[config.mk]
export PLATFORM = sky130hd
export DESIGN_NAME = rx_packet_parser_flat
export DESIGN_NICKNAME = d
export VERILOG_FILES = /design/src/rtl/rx_packet_parser_pkg.sv /design/src/rtl/rx_packet_parser_if.sv /design/src/rtl/rx_pkt_buf.sv /design/src/rtl/rx_packet_parser.sv /design/src/flat_wrapper.sv
export SDC_FILE = /design/constraint.sdc
export NUM_CORES = 1
export LEC_CHECK = 0
export ABC_AREA = 1
export CAP_MARGIN = 20
export CORE_MARGIN = 1
export CORE_UTILIZATION = 55
export DETAILED_ROUTE_END_ITERATION = 8
export GPL_ROUTABILITY_DRIVEN = 0
export PLACE_DENSITY = 0.73
export SYNTH_ARGS = -nofsm -noshare
export SYNTH_HDL_FRONTEND = slang
export SYNTH_SLANG_ARGS = --single-unit
export TNS_END_PERCENT = 50
[constraint.sdc]
create_clock -name clk -period 5.7 [get_ports clk]
set_input_delay 0.57 -clock clk [delete_from_list [all_inputs] [get_ports clk]]
set_output_delay 0.57 -clock clk [all_outputs]
set_load 0.1 [all_outputs]
[src/rtl/rx_packet_parser_pkg.sv]
// Shared definitions for the RX packet parser: FSM state encoding,
// default frame start marker and checksum arithmetic.
package rx_packet_parser_pkg;

   localparam logic [7:0] SYNC_BYTE_DEF = 8'hA5;
   localparam int         CHK_W         = 8;

   typedef logic [CHK_W-1:0] chk_t;

   typedef enum logic [2:0] {
      ST_HUNT    = 3'd0,
      ST_LEN     = 3'd1,
      ST_PAYLOAD = 3'd2,
      ST_CHECK   = 3'd3,
      ST_SEND    = 3'd4
   } state_t;

   // Running checksum update; wraps modulo 2**CHK_W.
   function automatic chk_t chk_add(input chk_t acc, input logic [7:0] b);
      return acc + chk_t'(b);
   endfunction

endpackage

[src/rtl/rx_packet_parser_if.sv]
// Byte stream bundle: UART receive side in, payload stream out.
interface rx_packet_parser_if;

   logic [7:0] rx_data;
   logic       rx_done_tick;
   logic [7:0] m_data;
   logic       m_valid;
   logic       m_last;
   logic       m_ready;

   // Parser side of the bundle.
   modport slave (
      input  rx_data, rx_done_tick, m_ready,
      output m_data, m_valid, m_last
   );

   // Environment side: byte source and payload consumer.
   modport master (
      output rx_data, rx_done_tick, m_ready,
      input  m_data, m_valid, m_last
   );

endinterface

[src/rtl/rx_pkt_buf.sv]
// Payload store: one synchronous write port, one asynchronous read port.
// Contents are deliberately not reset.
module rx_pkt_buf #(
   parameter int DEPTH = 16,
   parameter int AW    = 4
) (
   input  logic          clk,
   input  logic          we_i,
   input  logic [AW-1:0] waddr_i,
   input  logic [7:0]    wdata_i,
   input  logic [AW-1:0] raddr_i,
   output logic [7:0]    rdata_o
);

   logic [7:0] mem_q [DEPTH];

   // Write one payload byte per strobe.
   always_ff @(posedge clk) begin
      if (we_i) begin
         mem_q[waddr_i] <= wdata_i;
      end
   end

   assign rdata_o = mem_q[raddr_i];

endmodule

[src/rtl/rx_packet_parser.sv]
// Frame parser: SYNC, LEN, LEN payload bytes, CHK. Good frames are
// buffered and replayed on a valid/ready stream; bad frames raise a
// one-cycle error pulse and are never output.
module rx_packet_parser
   import rx_packet_parser_pkg::*;
#(
   parameter logic [7:0] SYNC_BYTE   = SYNC_BYTE_DEF,
   parameter int         MAX_LEN     = 16,
   parameter int         TIMEOUT_CYC = 100000
) (
   input  logic                clk,
   input  logic                rst,
   rx_packet_parser_if.slave   bus,
   output logic                err_chk,
   output logic                err_len,
   output logic                err_tout,
   output logic                err_ovr,
   output logic [15:0]         good_cnt
);

   localparam int          AW        = (MAX_LEN > 1) ? $clog2(MAX_LEN) : 1;
   localparam logic [7:0]  MAX_LEN_B = 8'(MAX_LEN);
   localparam logic [31:0] TOUT_LAST = 32'(TIMEOUT_CYC - 1);

   state_t      state_q, state_d;
   logic [7:0]  len_q, len_d;
   chk_t        sum_q, sum_d;
   logic [7:0]  wr_idx_q, wr_idx_d;
   logic [7:0]  rd_idx_q, rd_idx_d;
   logic [15:0] good_q, good_d;
   logic [31:0] tout_q, tout_d;
   logic        err_chk_q, err_chk_d;
   logic        err_len_q, err_len_d;
   logic        err_tout_q, err_tout_d;
   logic        err_ovr_q, err_ovr_d;
   logic        buf_we_s;
   logic [7:0]  rd_data_s;
   logic        tout_hit_s;
   logic        rd_last_s;

   rx_pkt_buf #(.DEPTH(MAX_LEN), .AW(AW)) u_buf (
      .clk     (clk),
      .we_i    (buf_we_s),
      .waddr_i (wr_idx_q[AW-1:0]),
      .wdata_i (bus.rx_data),
      .raddr_i (rd_idx_q[AW-1:0]),
      .rdata_o (rd_data_s)
   );

   assign tout_hit_s = (tout_q == TOUT_LAST);
   assign rd_last_s  = (rd_idx_q == (len_q - 8'd1));

   // Next-state, datapath updates and error detection.
   always_comb begin
      state_d    = state_q;
      len_d      = len_q;
      sum_d      = sum_q;
      wr_idx_d   = wr_idx_q;
      rd_idx_d   = rd_idx_q;
      good_d     = good_q;
      err_chk_d  = 1'b0;
      err_len_d  = 1'b0;
      err_tout_d = 1'b0;
      err_ovr_d  = 1'b0;
      buf_we_s   = 1'b0;
      tout_d     = 32'd0;

      case (state_q)
         ST_HUNT: begin
            if (bus.rx_done_tick && (bus.rx_data == SYNC_BYTE)) begin
               state_d = ST_LEN;
            end else begin
               state_d = ST_HUNT;
            end
         end
         ST_LEN: begin
            if (bus.rx_done_tick) begin
               if ((bus.rx_data == 8'd0) || (bus.rx_data > MAX_LEN_B)) begin
                  err_len_d = 1'b1;
                  state_d   = ST_HUNT;
               end else begin
                  len_d    = bus.rx_data;
                  sum_d    = chk_t'(bus.rx_data);
                  wr_idx_d = 8'd0;
                  state_d  = ST_PAYLOAD;
               end
            end else if (tout_hit_s) begin
               err_tout_d = 1'b1;
               state_d    = ST_HUNT;
            end else begin
               state_d = ST_LEN;
            end
         end
         ST_PAYLOAD: begin
            if (bus.rx_done_tick) begin
               buf_we_s = 1'b1;
               sum_d    = chk_add(sum_q, bus.rx_data);
               wr_idx_d = wr_idx_q + 8'd1;
               if (wr_idx_q == (len_q - 8'd1)) begin
                  state_d = ST_CHECK;
               end else begin
                  state_d = ST_PAYLOAD;
               end
            end else if (tout_hit_s) begin
               err_tout_d = 1'b1;
               state_d    = ST_HUNT;
            end else begin
               state_d = ST_PAYLOAD;
            end
         end
         ST_CHECK: begin
            if (bus.rx_done_tick) begin
               if (bus.rx_data == sum_q) begin
                  good_d   = good_q + 16'd1;
                  rd_idx_d = 8'd0;
                  state_d  = ST_SEND;
               end else begin
                  err_chk_d = 1'b1;
                  state_d   = ST_HUNT;
               end
            end else if (tout_hit_s) begin
               err_tout_d = 1'b1;
               state_d    = ST_HUNT;
            end else begin
               state_d = ST_CHECK;
            end
         end
         ST_SEND: begin
            // Incoming bytes cannot be stored while the buffer drains.
            if (bus.rx_done_tick) begin
               err_ovr_d = 1'b1;
            end else begin
               err_ovr_d = 1'b0;
            end
            if (bus.m_ready) begin
               if (rd_last_s) begin
                  state_d = ST_HUNT;
               end else begin
                  rd_idx_d = rd_idx_q + 8'd1;
               end
            end else begin
               state_d = ST_SEND;
            end
         end
         default: begin
            state_d = ST_HUNT;
         end
      endcase

      // Inter-byte timer: only runs while a frame is being received.
      if (bus.rx_done_tick || (state_d != state_q)) begin
         tout_d = 32'd0;
      end else if ((state_q == ST_LEN) || (state_q == ST_PAYLOAD) || (state_q == ST_CHECK)) begin
         tout_d = tout_q + 32'd1;
      end else begin
         tout_d = 32'd0;
      end
   end

   // State and datapath registers with asynchronous reset.
   always_ff @(posedge clk or posedge rst) begin
      if (rst) begin
         state_q    <= ST_HUNT;
         len_q      <= 8'd0;
         sum_q      <= '0;
         wr_idx_q   <= 8'd0;
         rd_idx_q   <= 8'd0;
         good_q     <= 16'd0;
         tout_q     <= 32'd0;
         err_chk_q  <= 1'b0;
         err_len_q  <= 1'b0;
         err_tout_q <= 1'b0;
         err_ovr_q  <= 1'b0;
      end else begin
         state_q    <= state_d;
         len_q      <= len_d;
         sum_q      <= sum_d;
         wr_idx_q   <= wr_idx_d;
         rd_idx_q   <= rd_idx_d;
         good_q     <= good_d;
         tout_q     <= tout_d;
         err_chk_q  <= err_chk_d;
         err_len_q  <= err_len_d;
         err_tout_q <= err_tout_d;
         err_ovr_q  <= err_ovr_d;
      end
   end

   // Stream outputs derive only from registered state, so they are
   // quiet (all zero) outside SEND and immediately on reset.
   assign bus.m_valid = (state_q == ST_SEND);
   assign bus.m_data  = (state_q == ST_SEND) ? rd_data_s : 8'd0;
   assign bus.m_last  = (state_q == ST_SEND) && rd_last_s;

   assign err_chk  = err_chk_q;
   assign err_len  = err_len_q;
   assign err_tout = err_tout_q;
   assign err_ovr  = err_ovr_q;
   assign good_cnt = good_q;

endmodule

[src/flat_wrapper.sv]
// flat-port wrapper written by rule: the top's interface ports become plain ports
module rx_packet_parser_flat import rx_packet_parser_pkg::*;
#(
   parameter logic [7:0] SYNC_BYTE   = SYNC_BYTE_DEF,
   parameter int         MAX_LEN     = 16,
   parameter int         TIMEOUT_CYC = 100000
)
  (clk, rst, err_chk, err_len, err_tout, err_ovr, good_cnt, bus_rx_data, bus_rx_done_tick, bus_m_ready, bus_m_data, bus_m_valid, bus_m_last);
  rx_packet_parser_if bus_i ();
  input  logic clk;
  input  logic rst;
  output logic err_chk;
  output logic err_len;
  output logic err_tout;
  output logic err_ovr;
  output logic [15:0] good_cnt;
  input wire logic [$bits(bus_i.rx_data)-1:0] bus_rx_data;
  input wire logic [$bits(bus_i.rx_done_tick)-1:0] bus_rx_done_tick;
  input wire logic [$bits(bus_i.m_ready)-1:0] bus_m_ready;
  output wire logic [$bits(bus_i.m_data)-1:0] bus_m_data;
  output wire logic [$bits(bus_i.m_valid)-1:0] bus_m_valid;
  output wire logic [$bits(bus_i.m_last)-1:0] bus_m_last;
  assign bus_i.rx_data = bus_rx_data;
  assign bus_i.rx_done_tick = bus_rx_done_tick;
  assign bus_i.m_ready = bus_m_ready;
  assign bus_m_data = bus_i.m_data;
  assign bus_m_valid = bus_i.m_valid;
  assign bus_m_last = bus_i.m_last;
  rx_packet_parser #(.SYNC_BYTE(SYNC_BYTE), .MAX_LEN(MAX_LEN), .TIMEOUT_CYC(TIMEOUT_CYC)) u_core (.clk(clk), .rst(rst), .bus(bus_i), .err_chk(err_chk), .err_len(err_len), .err_tout(err_tout), .err_ovr(err_ovr), .good_cnt(good_cnt));
endmodule
* Word level (Yosys, flattened, before mapping)
Memories as Yosys holds them, arrays and structs flattened.
Index checks and enable logic that the tools add are counted.
** Operators by class
- $add $sub $neg :: 6
- $lt $le $gt $ge :: 1
- Equality and inequality tests :: 17
- Multiplexer cells :: 43
- Bitwise logic cells :: 1
- Reduce and logical (&&, ||, !) cells :: 15
** Operators by type and width (count)
- $mux 8 :: 11
- $mux 32 :: 2
- $pmux 8 s2 :: 3
- $add 32x1->32 const B :: 1
- $eq 32x17->1 const B :: 1
- $eq 8x8->1 :: 3
- $mux 3 :: 6
- $mux 1 :: 17
- $add 16x1->16 const B :: 1
- $add 8x1->8 const B :: 2
- $pmux 3 s5 :: 1
- $ne 2x2->1 const B :: 6
- $add 8x8->8 :: 1
- $eq 8x8->1 const B :: 1
- $gt 8x5->1 const B :: 1
- $logic_not 8->1 :: 1
- $sub 8x1->8 const B :: 1
- $eq 3x2->1 const B :: 2
- $mux 2 :: 3
- $reduce_and 3->1 :: 2
- $reduce_and 5->1 :: 1
- $logic_or 1x1->1 :: 4
- $reduce_and 4->1 :: 1
- $reduce_bool 2->1 :: 2
- 8 further kinds :: 9
** Word-level totals
- Flip-flop bits (word level) :: 87
- RAM bits :: 128
- Input bits :: 12
- Output and inout bits :: 30
- Logic and storage cells :: 95
- Memories :: 1
** Memory list
- u_core.u_buf.mem_q :: words 16, bits a word 8, read ports 1, clocked after memory_dff 0, write ports 1, RTL line rx_pkt_buf.sv:15 : logic [7:0] mem_q [DEPTH];

* Depth between registers and ports, before layout
Gate-level depths: netlist (run 1).
- Depth in word-level cells :: 8
- Depth in mapped cells :: 16
- Depth with buffers taken out :: 15

* Hierarchy
Synthesis (run 1) repeated with hierarchy kept, for this count alone.
** Second synthesis, totals
- Cells, all modules :: 1240
- Area, all modules :: 10822.9 sq um
** Modules (own cells, without submodules)
- rx_pkt_buf :: times used 1, cells each 543, area each 5606.6 sq um, seq. area each 3843.7 sq um
- rx_packet_parser :: times used 1, cells each 697, area each 5216.3 sq um, seq. area each 2177.1 sq um

* Least setup slack after synthesis (run 1)
Ideal clock, no wire load.
- Path type :: register to output
- From :: register u_core.rd_idx_q[0]
- To :: output bus_m_data[0]
- Data arrival time :: 2.991 ns
- Data required time :: 5.130 ns
- Path slack :: 2.139 ns
- Cell stages (with the launch flop) :: 8
- Path buffers :: 2
- Cell sequence :: dfrtp_1 -> inv_1 -> clkbuf_1 -> clkbuf_1 -> nor2_1 -> o22ai_1 -> nand2_1 -> a31oi_1
** Between the ends
- Word-level cells in the longest chain between the ends :: 2
** Ends and longest elaborated chain
- start, declared :: RTL line rx_packet_parser.sv:29 : logic [7:0] rd_idx_q, rd_idx_d;
- start signal, assigned :: RTL line rx_packet_parser.sv:179 : rd_idx_q <= rd_idx_d;
- $mem_v2 16x8
- $mux 8 :: RTL line rx_packet_parser.sv:192 : assign bus.m_data = (state_q == ST_SEND) ? rd_data_s : 8'd0;
- end, declared :: RTL line flat_wrapper.sv:20 : output wire logic [$bits(bus_i.m_data)-1:0] bus_m_data;
No other way between the ends.

* Final worst setup path (run 1)
- From :: register u_core.rd_idx_q[0]
- To :: output bus_m_data[2]
The elaborated chain is that of the path after synthesis.

==> metrics.cfg, run 1 <==
[run_status]
status=complete, but fails checks
failed_checks=DRC

[floorplanning]
initial_core_util_pct=56.7
die_height_um=139
core_area_mm2=0.0182
die_x_um=139
ios=42
fp.dieArea_mm2=0.0193
rows=49

[detailed_routing]
via_count=7707
ant_nets=0
drc=2
drtIter0Drc=609
top_layer_used=met4
wl_per_cell_um=17.2
viasPerCell=5.63
met2WireLength_um=11400
drt_first_pass_iters=9
wl_met1_um=10300
wirelength_um=23600
wl_met3_um=1230

[synthesis]
ys_seq_area_share_pct=58.3
synthMostInstantiatedCell=nor2_1
synth_edf_count=128
synthCells=1073
syn_avg_cell_area_um2=9.62
ys.flop_type=edfxtp_1
synth.top_cell.area_share_pct=37.2
synth_area_mm2=0.0103
synth_largest_area_cell=edfxtp_1
ys_ff_latch=215
synthDistinctLibCells=45
yosys-top-cells-count=nor2_1, nand2_1, edfxtp_1
yosys_warnings=0
synth_area_leaders=edfxtp_1, dfrtp_1, nor2_1, nand2_1, o21ai_0
async_reset_ff_share_pct=40.5
syn_nets=1101

[critical_path]
startpoint=u_core.rd_idx_q[0]$_DFFE_PP0P_
critPathArrivalTime_ps=3660
slowest_stage=clkdlybuf4s50_1
worst_setup_path_start_kind=flop
r2r_setup_slack_ps=3060
crit_fanout=35
path_cells=buf_4 -> o21ai_0 -> o221ai_1 -> nand3_1 -> a31oi_1 -> clkdlybuf4s50_1
worstSetupPathDepth=6
reg2regPathDepth=8
path_buf_inv=2
path_class=flop to output pin
worstReg2RegStart=u_core.sum_q[4]$_DFFE_PP0P_
max_stage_delay_ps=1180
end_kind=output pin
critical-path-top-delay-family=buffers and inverters
worst_ep_required_time_ps=5130
worstReg2RegEnd=u_core.good_cnt[10]$_DFFE_PP0P_
crit_end=bus_m_data[2]

[cts]
clkTransAtPathRegs_ps=60
cts_max_level=1
cts-root-buf=clkbuf_16
cts_setup_buffers=0
cts_resized=0
numCtsBuffers=23
cts.sinks=215
cts_buffer_depth=3
clk_latency_ps=510
cts_tree=built
ctsHoldBuffers=0

[sta]
max_slew_margin_pct=21.8
rsz0062_at_grt=no
setup_viol=0
finalHoldViolCount=0
finClkSkew_ps=10.7
period_needed_ps=4230
tightestPinTransition_ps=1170
post-route-period-util_pct=74.2
drv_slew=0
tns_ps=0
timing.fmax_ghz=0.237

[cells_and_area]
n_antenna_cell=0
drive_above_1_share_pct=8.33
area_delta_synth_final_pct=14.1
nNetsFinal=1151
stdcell_count=1369

[flow_run]
maxCapViolCount=0

[hold_path]
hp-class=input port to asynchronous set/reset pin

[pwr]
power-per-cell-area_mw_per_mm2=364
p_leak_nw=4.53
vdd_ir_drop_max_mv=0.226
total_power_mw=4.28

[global_routing]
grt-ovfl-total=0
grt_max_degree=61
antenna_found_initial=0
grt_pass1_wl_um=37800
grt_use_total_pct=24.8
grt_pass1_vias=7388

[placed_design]
placedCellCount=1326
io_buffers=41
hpwl_um=15300

[routing by layer]
| metal | GRT usage, % | vias to the layer above |
|---|---|---|
| met5 | 0 | - |
| met4 | 7.54 | 0 |
| met3 | 3.07 | 44 |
| met2 | 41.8 | 257 |
| met1 | 33.7 | 3641 |
| li1 | - | 3765 |
[cells by family after synthesis]
logic type / synth area share [%]
AOI/OAI and AO/OA: 9.61
buffers and inverters: 4.88
DFF: 58.3
xor gates and xnor gates: 3.65
adders and majority gates: 2.01
and+or+nand+nor: 21.5
[worst min-delay path by stage]
stage	end	cells after the start	start	slack [ps]
5_1_grt	u_core.good_cnt[2]$_DFFE_PP0P_	2	rst	390
4_1_cts	u_core.tout_q[0]$_DFF_PP0_	1	u_core.tout_q[0]$_DFF_PP0_	460
6_report	u_core.err_len$_DFF_PP0_	2	rst	350
3_5_place_dp	u_core.tout_q[0]$_DFF_PP0_	1	u_core.tout_q[0]$_DFF_PP0_	460
3_3_place_gp	u_core.tout_q[0]$_DFF_PP0_	1	u_core.tout_q[0]$_DFF_PP0_	450
2_1_floorplan	u_core.tout_q[0]$_DFF_PP0_	1	u_core.tout_q[0]$_DFF_PP0_	430
[sequential cells by signal, summed over array words and instances (netlist names)]
| name | cells |
|---|---|
| u_core.len_q | 8 |
| u_core.err_ovr | 1 |
| u_core.err_len | 1 |
| u_core.err_tout | 1 |
| u_core.good_cnt | 16 |
| u_core.wr_idx_q | 8 |
| u_core.err_chk | 1 |
| u_core.state_q | 3 |
| u_core.tout_q | 32 |
| u_core.u_buf.mem_q | 128 |
| u_core.sum_q | 8 |
| u_core.rd_idx_q | 8 |
[power breakdown]
group	switching, mW	total (mW)	internal, mW
registers	0.0507	1.72	1.67
clock network	0.611	1.52	0.911
logic	0.769	1.04	0.271
total	1.43	4.28	2.85
[placed cells by master, fill, tap and decap left out, types with 7 or more instances in the layout]
cell,n
nor2_1,193
nand2_1,175
edfxtp_1,128
o21ai_0,91
inv_1,89
dfrtp_1,86
nand3_1,43
clkdlybuf4s50_1,40
xor2_1,35
clkbuf_16,24
nor3_1,23
a21oi_1,22
nand4_1,19
o22ai_1,17
o221ai_1,15
ha_1,15
buf_4,15
nor3_2,13
a31oi_1,10
xnor2_1,8
clkinv_1,7
[area by class of cell]
type                       count  area (um^2)
sequential                   215         6020
tap                          229          287
multi-input combinational    731         3800
inverter                      96          362
clock inverter                14          159
timing repair buffer          56          533
clock buffer                  28          616
fill                        1474         6430
[stage by stage]
stage	setup slack [ps]	hold slack, ps	utilization (%)	area (um^2)
after floorplan	2140	429	-	10300
after global placement	1970	450	60.3	11000
after detailed placement	1900	456	60.3	11000
after CTS	1470	462	64.6	11800
after global routing	1320	390	64.7	11800
final	1470	355	64.7	11800
Note: power is estimated with default switching activity, not from simulation.
==> run 2, diff against run 1 <==
==> constraint.sdc (replaced) <==
create_clock -name clk -period 4 [get_ports clk]
set_input_delay 0.4 -clock clk [delete_from_list [all_inputs] [get_ports clk]]
set_output_delay 0.4 -clock clk [all_outputs]
set_load 0.1 [all_outputs]
==> run 2 against run 1 <==
The run now ends clean; total power grew 44%; critical path depth grew 1; via count is essentially flat; largest cell class unchanged; register-to-register slack lost 1700 ps.
==> metrics.cfg, run 2 (synthesis gave the netlist of run 1 again) <==
[pwr]
power-per-cell-area_mw_per_mm2=521
vdd_ir_drop_max_mv=0.344
p_leak_nw=4.54
total_power_mw=6.15

[cts]
numCtsBuffers=23
ctsHoldBuffers=0
clkTransAtPathRegs_ps=60
cts_setup_buffers=0
cts_resized=0
clk_latency_ps=510
cts_max_level=1
cts_tree=built
cts-root-buf=clkbuf_16
cts.sinks=215
cts_buffer_depth=3

[sta]
finClkSkew_ps=12.4
timing.fmax_ghz=0.329
setup_viol=0
tns_ps=0
drv_slew=0
tightestPinTransition_ps=982
post-route-period-util_pct=76.0
period_needed_ps=3040
rsz0062_at_grt=no
max_slew_margin_pct=34.3
finalHoldViolCount=0

[placed_design]
io_buffers=41
dpl-instance-area_mm2=0.0111
hpwl_um=15500

[critical_path]
crit_fanout=67
path_class=flop to output pin
worst_setup_path_start_kind=flop
path_cells=clkinv_1 -> buf_4 -> o21ai_0 -> o221ai_1 -> nand3_1 -> a31oi_1 -> buf_12
slowest_stage=buf_4
max_stage_delay_ps=530
worst_ep_required_time_ps=3600
end_kind=output pin
critPathArrivalTime_ps=2640

[cells_and_area]
drive_above_1_share_pct=8.97
nNetsFinal=1150
largest_register_ffs=128
layout_common_cells=nor2_1, nand2_1, edfxtp_1
multi_input_area_mm2=0.00380
regArea_mm2=0.00602
fin_util_pct=64.8
fillers=1481
area_delta_synth_final_pct=14.2
top_register=u_core.u_buf.mem_q
stdcell_area_mm2=0.0118
layout_commonest_cell=nor2_1

[global_routing]
grt_use_total_pct=25.3
grt_pass1_vias=7441
grt_max_degree=68
grt-ovfl-total=0
grt_pass1_wl_um=38400
antenna_found_initial=0

[floorplanning]
fp.dieArea_mm2=0.0193
die_x_um=139
initial_core_util_pct=56.7
core_area_mm2=0.0182
ios=42
rows=49
die_height_um=139

[run_status]
status=finished clean

[hold_path]
hp-class=input port to asynchronous set/reset pin

[detailed_routing]
drc=0
ant_nets=0
wirelength_um=23800
via_count=7711
viasPerCell=5.64
drtIter0Drc=625
wl_per_cell_um=17.4
drt_first_pass_iters=7

[flow_run]
maxCapViolCount=0

-- run 2: changes by cell type in the layout (fill, tap and decap cells not counted), sizes merged --
cell and delta:
bufinv -2, clkinv +1, buf +8, clkbuf -1, clkdlybuf4s50 -9, diode +1
-- run 2: final cells by class --
| type | count | area share, % |
|---|---|---|
| Timing Repair Buffer | 55 | 5.28 |
| Inverter | 96 | 3.07 |
| Clock buffer | 27 | 5.18 |
| Clock inverter | 13 | 0.743 |
| Antenna cell | 1 | 0.0212 |
| Sequential cell | 215 | 51.1 |
| Multi-Input combinational cell | 731 | 32.2 |
| Tap cell | 229 | 2.43 |
-- run 2: worst paths after layout --
check	cells past startpoint	to	slack, ps	start
max	7	bus_m_data[3]	960	u_core.rd_idx_q[0]$_DFFE_PP0P_
min	2	u_core.good_cnt[8]$_DFFE_PP0P_	370	rst
max reg2reg	9	u_core.good_cnt[8]$_DFFE_PP0P_	1380	u_core.sum_q[4]$_DFFE_PP0P_
min reg2reg	1	u_core.tout_q[0]$_DFF_PP0_	480	u_core.tout_q[0]$_DFF_PP0_
max in group asynchronous	3	u_core.sum_q[4]$_DFFE_PP0P_	2820	rst
min in group clk	1	u_core.tout_q[0]$_DFF_PP0_	480	u_core.tout_q[0]$_DFF_PP0_
-- run 2: per-layer routing --
metal	share of wire, %	vias to the layer above	global-route usage [%]
met5	0	-	0
li1	-	3756	-
met1	43	3663	33.1
met4	2.9	0	8.65
met2	49	237	43.4
met3	5.4	55	3.42
-- run 2: where the power goes --
group	internal [mW]	total, mW	switching [mW]
sequential	2.38	2.44	0.0561
combinational	0.553	1.72	1.17
clock	1.15	1.99	0.840
-- run 2: critical path, delay by kind of cell, from the launching register on --
family / cells / cell delay, ps
buf+inv: 3 / 800
compound gates: 3 / 760
flops: 1 / 400
simple gates: 1 / 140
-- run 2: through the flow --
stage	setup slack (ps)	hold WS [ps]	instances
floorplan	609	429	1073
global placement	908	450	1325
detailed placement	834	455	1325
CTS	599	394	1365
global route	745	446	1366
finish	960	375	1367
==> run 3, diff against run 2 <==
==> constraint.sdc (replaced) <==
create_clock -name clk -period 3 [get_ports clk]
set_input_delay 0.3 -clock clk [delete_from_list [all_inputs] [get_ports clk]]
set_output_delay 0.3 -clock clk [all_outputs]
set_load 0.1 [all_outputs]
==> run 3 against run 2 <==
Total power is 41% higher; first-iteration DRC count decreased by 5.3%; final cell count grew 2.0%; critical path depth grew 5; highest routed layer unchanged; routed wire length is 0.55% higher; critical endpoint is now bus_m_last; setup slack worse by 800 ps; clock skew is 9.1 ps higher.
==> metrics.cfg, run 3 (synthesis gave the netlist of run 1 again) <==
[critical_path]
r2r_setup_slack_ps=570
end_kind=output pin
crit_fanout=6
critPathArrivalTime_ps=2540
worstReg2RegEnd=u_core.tout_q[19]$_DFF_PP0_
worst_setup_path_start_kind=flop
path_class=flop to output pin
path_cells=inv_2 -> ha_2 -> nand3_1 -> nor2_2 -> nand2_1 -> nand2_1 -> or2_0 -> nand3_1 -> nor2_2 -> nand3_2 -> inv_1 -> buf_12
reg2regPathDepth=12
max_stage_delay_ps=420
slowest_stage=dfrtp_1
worstReg2RegStart=u_core.len_q[0]$_DFFE_PP0P_
worst_ep_required_time_ps=2700

[cts]
cts_buffer_depth=3
cts_setup_buffers=0
numCtsBuffers=23
clkTransAtPathRegs_ps=60
cts_max_level=1
cts-root-buf=clkbuf_16
cts.sinks=215
clk_latency_ps=530
cts_tree=built

[cells_and_area]
area_delta_synth_final_pct=17.5
largest_register_ffs=128
fillers=1404
top_register=u_core.u_buf.mem_q
layout_commonest_cell=nor2_1
stdcell_area_mm2=0.0121
nNetsFinal=1178
drive_above_1_share_pct=14.0
stdcell_count=1395
n_antenna_cell=0
fin_util_pct=66.6
layout_common_cells=nor2_1, nand2_1, edfxtp_1

[detailed_routing]
drc=0
via_count=7796
drt_first_pass_iters=7
wirelength_um=23900
ant_nets=0
drtIter0Drc=592
viasPerCell=5.59
wl_per_cell_um=17.1

[floorplanning]
fp.dieArea_mm2=0.0193
rows=49
die_height_um=139
core_area_mm2=0.0182
die_x_um=139
initial_core_util_pct=56.7
ios=42

[hold_path]
hp-class=input port to asynchronous set/reset pin

[flow_run]
maxCapViolCount=0

[global_routing]
grt_use_total_pct=25.5
antenna_found_initial=0
grt_max_degree=88
grt_pass1_vias=7591
grt-ovfl-total=0
grt_pass1_wl_um=39000

[sta]
post-route-period-util_pct=94.7
tightestPinTransition_ps=725
setup_viol=0
period_needed_ps=2840
timing.fmax_ghz=0.352
max_slew_margin_pct=51.5
finalHoldViolCount=0
drv_slew=0
rsz0062_at_grt=no
fin_ws_ps=159
whs_ps=209
tns_ps=0
finClkSkew_ps=21.5

[placed_design]
dpl-instance-area_mm2=0.0113
dp_slack_ps=163
io_buffers=41
placedCellCount=1354
hpwl_um=15700

[run_status]
status=finished clean

[pwr]
vdd_ir_drop_max_mv=0.498
power-per-cell-area_mw_per_mm2=713
p_leak_nw=4.77
total_power_mw=8.64

-- run 3: cell count changes in the layout (fill, tap and decap cells not counted), moves of 3 or more --
cell	previous run	this run
clkbuf_8	2	6
clkdlybuf4s50_1	31	11
clkbuf_1	2	5
a31oi_2	0	4
a31oi_1	10	6
bufinv_16	1	4
clkinv_1	8	2
clkinv_2	7	3
buf_4	14	60
-- run 3: where the power goes --
group,internal (mW),total (mW),leakage (nW),switching (mW)
logic,0.758,2.34,2.10,1.58
clock network,1.91,3.06,0.403,1.15
registers,3.18,3.24,2.27,0.0634
-- run 3: cell type report --
type	instances	area (um^2)	share of cell area [%]
multi-input cells	731	3840	31.6
flip-flops and latches	215	6020	49.6
clock inverters	7	153	1.26
repair buffers	83	792	6.53
inverters	96	363	2.99
well taps	229	287	2.36
clock buffers	34	677	5.58
-- run 3: timing repair --
item	CTS	global route
endpoints found under the hold margin	0	0
hold buffers	0	0
resized for setup	0	7
setup endpoints to repair	0	6
-- run 3: routing by layer --
metal	vias to the layer above	GRT usage, %	routed length, um
met5	-	0	0
met4	0	9.30	899
met3	51	3.28	1140
met2	204	43.0	11500
met1	3727	33.8	10400
li1	3814	-	-
-- run 3: worst max path at each step --
stage                                           end  depth (start not counted)                           start  slack (ps)
CTS                                      bus_m_last                         12     u_core.len_q[0]$_DFFE_PP0P_          30
detailed placement  u_core.good_cnt[10]$_DFFE_PP0P_                         10                  bus_rx_data[4]         160
floorplan                             bus_m_data[4]                          7  u_core.rd_idx_q[0]$_DFFE_PP0P_        -290
global route                             bus_m_last                         12     u_core.len_q[0]$_DFFE_PP0P_          20
finish                                   bus_m_last                         12     u_core.len_q[0]$_DFFE_PP0P_         160
global placement    u_core.good_cnt[10]$_DFFE_PP0P_                         10                  bus_rx_data[4]         160
-- run 3: worst max-delay path, delay by kind of cell, from the launching register on --
| family | cells | cell delay, ps |
|---|---|---|
| simple gates | 8 | 970 |
| buf+inv | 3 | 430 |
| flops | 1 | 420 |
| fa+ha+maj | 1 | 220 |
